[config.mk]
export PLATFORM = sky130hd
export DESIGN_NAME = fetch_insn_queue
export DESIGN_NICKNAME = d
export VERILOG_FILES = /design/src/rtl/fetch_insn_queue.sv
export SDC_FILE = /design/constraint.sdc
export NUM_CORES = 1
export LEC_CHECK = 0
export CORE_ASPECT_RATIO = 1.5
export CORE_UTILIZATION = 55
export DETAILED_ROUTE_END_ITERATION = 8
export PLACE_DENSITY = 0.83
export SLEW_MARGIN = 5
export SYNTH_ARGS = -nofsm -noshare
export SYNTH_HDL_FRONTEND = slang
export SYNTH_SLANG_ARGS = --single-unit
[constraint.sdc]
create_clock -name clk -period 5.8 [get_ports clk]
set_clock_uncertainty 0.2 [all_clocks]
set_input_delay 0.87 -clock clk [delete_from_list [all_inputs] [get_ports clk]]
set_output_delay 0.87 -clock clk [all_outputs]
set_load 0.01 [all_outputs]
[src/rtl/fetch_insn_queue.sv]
// Fetch-to-predecode instruction queue: compacting multi-slot enqueue, FWFT multi-slot dequeue.
// Optional enqueue-stall counter enabled by defining FETCH_INSN_QUEUE_STALL_COUNTER_EN.
module fetch_insn_queue #(
  parameter int unsigned FETCH_WIDTH  = 2,
  parameter int unsigned DECODE_WIDTH = 2,
  parameter int unsigned DEPTH        = 8,
  parameter int unsigned INSN_W       = 32,
  parameter int unsigned PC_W         = 32
) (
  input  logic                                 clk,
  input  logic                                 rst,
  input  logic                                 flush,
  input  logic [FETCH_WIDTH-1:0]               enq_valid,
  input  logic [FETCH_WIDTH*INSN_W-1:0]        enq_insn,
  input  logic [FETCH_WIDTH*PC_W-1:0]          enq_pc,
  input  logic [FETCH_WIDTH-1:0]               enq_br_taken,
  output logic                                 enq_ready,
  output logic [DECODE_WIDTH-1:0]              deq_valid,
  output logic [DECODE_WIDTH*INSN_W-1:0]       deq_insn,
  output logic [DECODE_WIDTH*PC_W-1:0]         deq_pc,
  output logic [DECODE_WIDTH-1:0]              deq_br_taken,
  input  logic [$clog2(DECODE_WIDTH+1)-1:0]    deq_count,
  output logic [$clog2(DEPTH+1)-1:0]           occupancy,
  output logic [31:0]                          stall_cycles
);

  localparam int unsigned PtrW = $clog2(DEPTH);
  localparam int unsigned CntW = $clog2(DEPTH+1);

  logic [INSN_W-1:0] insnMem [DEPTH];
  logic [PC_W-1:0]   pcMem   [DEPTH];
  logic [DEPTH-1:0]  brMem;

  logic [PtrW-1:0] headQ, headD, tailQ, tailD;
  logic [CntW-1:0] countQ, countD;
  logic [CntW-1:0] nEnq, deqEff;
  logic [PtrW-1:0] slotOff;
  logic [PtrW-1:0] wrIdx [FETCH_WIDTH];
  logic            doEnq;

  // Ready depends on registered count only, so no path from deq_count/enq_valid.
  assign enq_ready = (countQ <= CntW'(DEPTH - FETCH_WIDTH));
  assign occupancy = countQ;
  assign doEnq     = enq_ready && (|enq_valid);

  always_comb begin
    nEnq    = '0;
    slotOff = '0;
    for (int i = 0; i < FETCH_WIDTH; i++) begin
      wrIdx[i] = tailQ + slotOff;
      if (enq_valid[i]) begin
        slotOff = slotOff + PtrW'(1);
        nEnq    = nEnq + CntW'(1);
      end
    end
    // Over-dequeue is illegal; clamp so state stays consistent anyway.
    deqEff = (CntW'(deq_count) > countQ) ? countQ : CntW'(deq_count);
    headD  = headQ;
    tailD  = tailQ;
    countD = countQ;
    if (flush) begin
      headD  = '0;
      tailD  = '0;
      countD = '0;
    end else begin
      headD  = headQ + deqEff[PtrW-1:0];
      tailD  = doEnq ? tailQ + nEnq[PtrW-1:0] : tailQ;
      countD = countQ + (doEnq ? nEnq : '0) - deqEff;
    end
  end

  always_ff @(posedge clk or negedge rst) begin
    if (!rst) begin
      headQ  <= '0;
      tailQ  <= '0;
      countQ <= '0;
    end else begin
      headQ  <= headD;
      tailQ  <= tailD;
      countQ <= countD;
    end
  end

  always_ff @(posedge clk) begin
    if (doEnq && !flush) begin
      for (int i = 0; i < FETCH_WIDTH; i++) begin
        if (enq_valid[i]) begin
          insnMem[wrIdx[i]] <= enq_insn[i*INSN_W +: INSN_W];
          pcMem[wrIdx[i]]   <= enq_pc[i*PC_W +: PC_W];
          brMem[wrIdx[i]]   <= enq_br_taken[i];
        end
      end
    end
  end

  always_comb begin
    deq_valid    = '0;
    deq_insn     = '0;
    deq_pc       = '0;
    deq_br_taken = '0;
    for (int i = 0; i < DECODE_WIDTH; i++) begin
      deq_valid[i]                   = CntW'(i) < countQ;
      deq_insn[i*INSN_W +: INSN_W]   = insnMem[headQ + PtrW'(i)];
      deq_pc[i*PC_W +: PC_W]         = pcMem[headQ + PtrW'(i)];
      deq_br_taken[i]                = brMem[headQ + PtrW'(i)];
    end
  end

`ifdef FETCH_INSN_QUEUE_STALL_COUNTER_EN
  logic [31:0] stallQ;

  always_ff @(posedge clk or negedge rst) begin
    if (!rst) begin
      stallQ <= '0;
    end else if ((|enq_valid) && !enq_ready && !flush && (stallQ != '1)) begin
      stallQ <= stallQ + 32'd1;
    end
  end

  assign stall_cycles = stallQ;
`else
  assign stall_cycles = '0;
`endif

  deqCountLegal: assert property (@(posedge clk) disable iff (!rst)
    CntW'(deq_count) <= countQ);

endmodule

==> results.yml, run 1 <==
floorplan:
  core_um2: 55570
  ioPinCount: 306
  initial_core_util: 0.5561
  dieArea_um2: 57150
  die_x_um: 195.5
  row_count: 106
  die_y_um: 292.3
grt:
  grt_pass1_vias: 19395
  grt_first_pass_wirelength_mm: 121.5
  antenna_found_initial: 12
  grt_use_total: 0.2893
  grt_max_degree: 132
  grt.overflow.total: 0
critical_path:
  required_ns: 4.73
  ff2ff_path_depth: 7
  crit_path_start_kind: "flop"
  r2r-end: "insnMem[3][28]"
  arrival_ns: 3.87
  cp-end-kind: "primary output"
  critPathKind: "flop to primary output"
  r2r_slack_ns: 2.33
  worstPathMaxFanout: 37
  reg2reg_from: "tailQ[0]"
synthesis:
  synth_enable_flop_cells: 520
  yosys.area_share.simple: 0.01105
  yosysWarnings: 0
  ys.flop_type: "edfxtp_1"
  synth-compound-area-share: 0.004656
  yosysTopAreaCellShare: 0.5053
  synth_cells: 1729
  synth-seq-area-share: 0.5134
  yosys_register_bits: 530
  synth_top_cell_by_area: "edfxtp_1"
  synth_adder_area_share: 0.008827
  synth_top_family_by_area: "multiplexers"
  syn_avg_cell_area_um2: 17.87
  synthMuxAreaShare: 0.4271
  synth_area_leaders: "edfxtp_1 (51%), mux2_2 (22%), mux4_2 (19%)"
  ys_async_sr_fraction: 0.01887
  ys_types: 36
  synthXorXnorAreaFrac: 0.002267
  syn_area_um2: 30900
clock_network:
  path_clk_slew_ns: 0.06
  postCtsSetupRepairBufs: 0
  numCtsBuffers: 50
  clockBufferDepth: 3
  htree_levels: 2
  clock-root-buffer: "clkbuf_16"
  cts.sinks: 530
  cts_tree: "done"
  cts.repair.resized: 0
  hold_buffers: 0
  clkLatencyLatePin_ns: 0.56
min_path:
  hp-class: "input port to asynchronous set/reset pin"
placement:
  routabilityCongestion: 0.8334
  hpwl_mm: 47.87
  io_buffers: 273
layout:
  drive_above_1_share: 0.5020
  fin_nets: 2130
  area_delta_synth_final_pct: 16.37
route:
  finalWirelength_mm: 82.18
  drt_iter0_markers: 1504
  firstDrtPassIters: 5
  wire_per_inst_um: 30.18
  ant_nets: 0
  via_count: 18201
  drc: 0
  viasPerCell: 6.684
timing:
  fmax_ghz: 0.2025
  fin_crit_sh: 0.8516
  timing_worst_slew_pin_value_ns: 1.078
  final_max_slew_viol_count: 0
  hold_viol_final: 0
  min_period_ns: 4.939
  tns_ns: 0
  rsz0062_at_grt: "false"
  slew_headroom: 0.2813
  finalSetupViolations: 0
power_and_ir_drop:
  p_per_area_nw_per_um2: 426.9
  p_total_w: 0.01535
  pwr-share-comb: 0.482
  max-vdd-ir-drop_v: 0.0004042
  share_clk_of_total_power: 0.211
  swShare: 0.3172
  intPower_w: 0.01048
  p_sw_w: 0.004870
  leakagePower_nw: 11.34
  seq_power_share: 0.307
run_status:
  status: "completed"
job:
  cap_viol_max_count: 0
per-layer routing:
metal,up-vias,track usage,wire [µm]
met2,837,0.5042,42740
met1,9538,0.3572,30490
met4,6,0.1147,2808
met5,-,0,36
li1,7637,-,-
met3,183,0.05124,6102
metrics by stage:
step                worst slack (ns)  hold slack, ns  area [µm²]  std cells    util
floorplan                     0.1226          0.3744       31020       1760       -
global placement               1.448          0.4676       34350       2623  0.6182
detailed placement             1.390          0.4920       34350       2623  0.6182
CTS                           0.7807          0.4212       35940       2714  0.6467
global route                  0.6756          0.4571       35960       2723  0.6471
finish                        0.8606          0.4393       35960       2723  0.6471
critical path: stages, from the launching register on:
cell	delay, ns
dfrtp_4	0.72
ha_4	0.79
buf_4	0.40
mux4_2	0.54
mux2_2	0.32
clkdlybuf4s50_1	0.49
cells in the final DEF (no fill, tap or decap), types with 3 or more instances in the layout:
cell | Yosys | layout
nand4_1 | 3 | 3
clkbuf_1 | 20 | 14
fa_1 | 3 | 3
edfxtp_1 | 520 | 520
bufinv_16 | 0 | 4
a21oi_1 | 18 | 10
inv_1 | 10 | 10
nand3_1 | 4 | 4
nand2_1 | 11 | 11
diode_2 | 0 | 9
mux2_2 | 616 | 616
clkbuf_16 | 0 | 53
buf_12 | 0 | 15
mux2_1 | 27 | 27
mux2i_1 | 10 | 10
clkinv_1 | 0 | 13
nor2_4 | 2 | 8
dfrtp_4 | 0 | 3
buf_4 | 75 | 31
clkdlybuf4s50_1 | 0 | 273
o21ai_0 | 3 | 3
clkinv_2 | 0 | 7
xor2_1 | 5 | 4
nor2_1 | 17 | 17
conb_1 | 1 | 32
or3_1 | 3 | 3
xnor2_1 | 3 | 3
ha_1 | 17 | 16
nor2b_1 | 8 | 8
mux4_2 | 260 | 260
dfrtp_1 | 10 | 7
a21oi_4 | 0 | 8
cell families after synthesis:
kind of cell | after synthesis
muxes | 913
DFF | 530
buffers and inverters | 168
and+or+nand+nor | 64
AOI/OAI and AO/OA | 25
adders and majority gates | 20
xor gates and xnor gates | 8
other | 1
worst max-delay path by stage:
stage,from,cells past startpoint,slack [ns],endpoint
3_5_place_dp,enq_valid[0],8,1.39,insnMem[3][28]
5_1_grt,headQ[0],5,0.68,deq_insn[32]
2_1_floorplan,enq_valid[0],5,0.12,insnMem[6][0]
4_1_cts,headQ[0],5,0.78,deq_insn[32]
3_3_place_gp,headQ[0],5,1.45,deq_insn[32]
6_report,headQ[0],5,0.86,deq_insn[32]
power groups by stage:
stage / clock network, W / registers [W] / logic, W
4_1_cts: 0.00329 / 0.00471 / 0.00749
3_3_place_gp: 0 / 0.00477 / 0.00735
3_5_place_dp: 0 / 0.00479 / 0.00744
2_1_floorplan: 0 / 0.00468 / 0.00466
6_report: 0.00324 / 0.00471 / 0.00740
5_1_grt: 0.00341 / 0.00474 / 0.00782
state kept, by name (all words and copies together), names as in the netlist:
register	cells
headQ	3
brMem	8
insnMem	256
tailQ	3
occupancy	4
pcMem	256
cells in the mapped netlist, types with 11 or more instances:
library cell / n
edfxtp_1: 520
clkbuf_1: 20
a21oi_1: 18
nand2_1: 11
mux2_1: 27
mux2_2: 616
buf_1: 17
buf_2: 40
mux4_2: 260
nor2_1: 17
ha_1: 17
buf_4: 75
area by class of cell:
type	instances	area [µm²]
flip-flops and latches	530	15880
repair buffers	319	3266
clock buffers	67	1379
diodes	9	22.52
well taps	702	878.3
multi-input cells	1062	14300
fillers	3874	19610
inverters	10	37.54
clock inverters	24	203.9
No activity file was read; power rests on OpenSTA's default activity.
==> inputs of run 2 (changes only) <==
--- a/config.mk
+++ b/config.mk
@@ -5,9 +5,11 @@
 export SDC_FILE = /design/constraint.sdc
 export NUM_CORES = 1
 export LEC_CHECK = 0
+export CAP_MARGIN = 20
 export CORE_ASPECT_RATIO = 1.5
 export CORE_UTILIZATION = 55
 export DETAILED_ROUTE_END_ITERATION = 8
+export HOLD_SLACK_MARGIN = 0.1
 export PLACE_DENSITY = 0.83
 export SLEW_MARGIN = 5
 export SYNTH_ARGS = -nofsm -noshare
==> results of run 2 <==
The final DEF is identical to that of run 1; final timing and power are the same.
==> inputs of run 3 (changes only) <==
--- a/config.mk
+++ b/config.mk
@@ -5,6 +5,7 @@
 export SDC_FILE = /design/constraint.sdc
 export NUM_CORES = 1
 export LEC_CHECK = 0
+export ABC_CLOCK_PERIOD_IN_PS = 5800
 export CAP_MARGIN = 20
 export CORE_ASPECT_RATIO = 1.5
 export CORE_UTILIZATION = 55
==> results of run 3 <==
The final DEF is identical to that of run 1; final timing and power are the same.
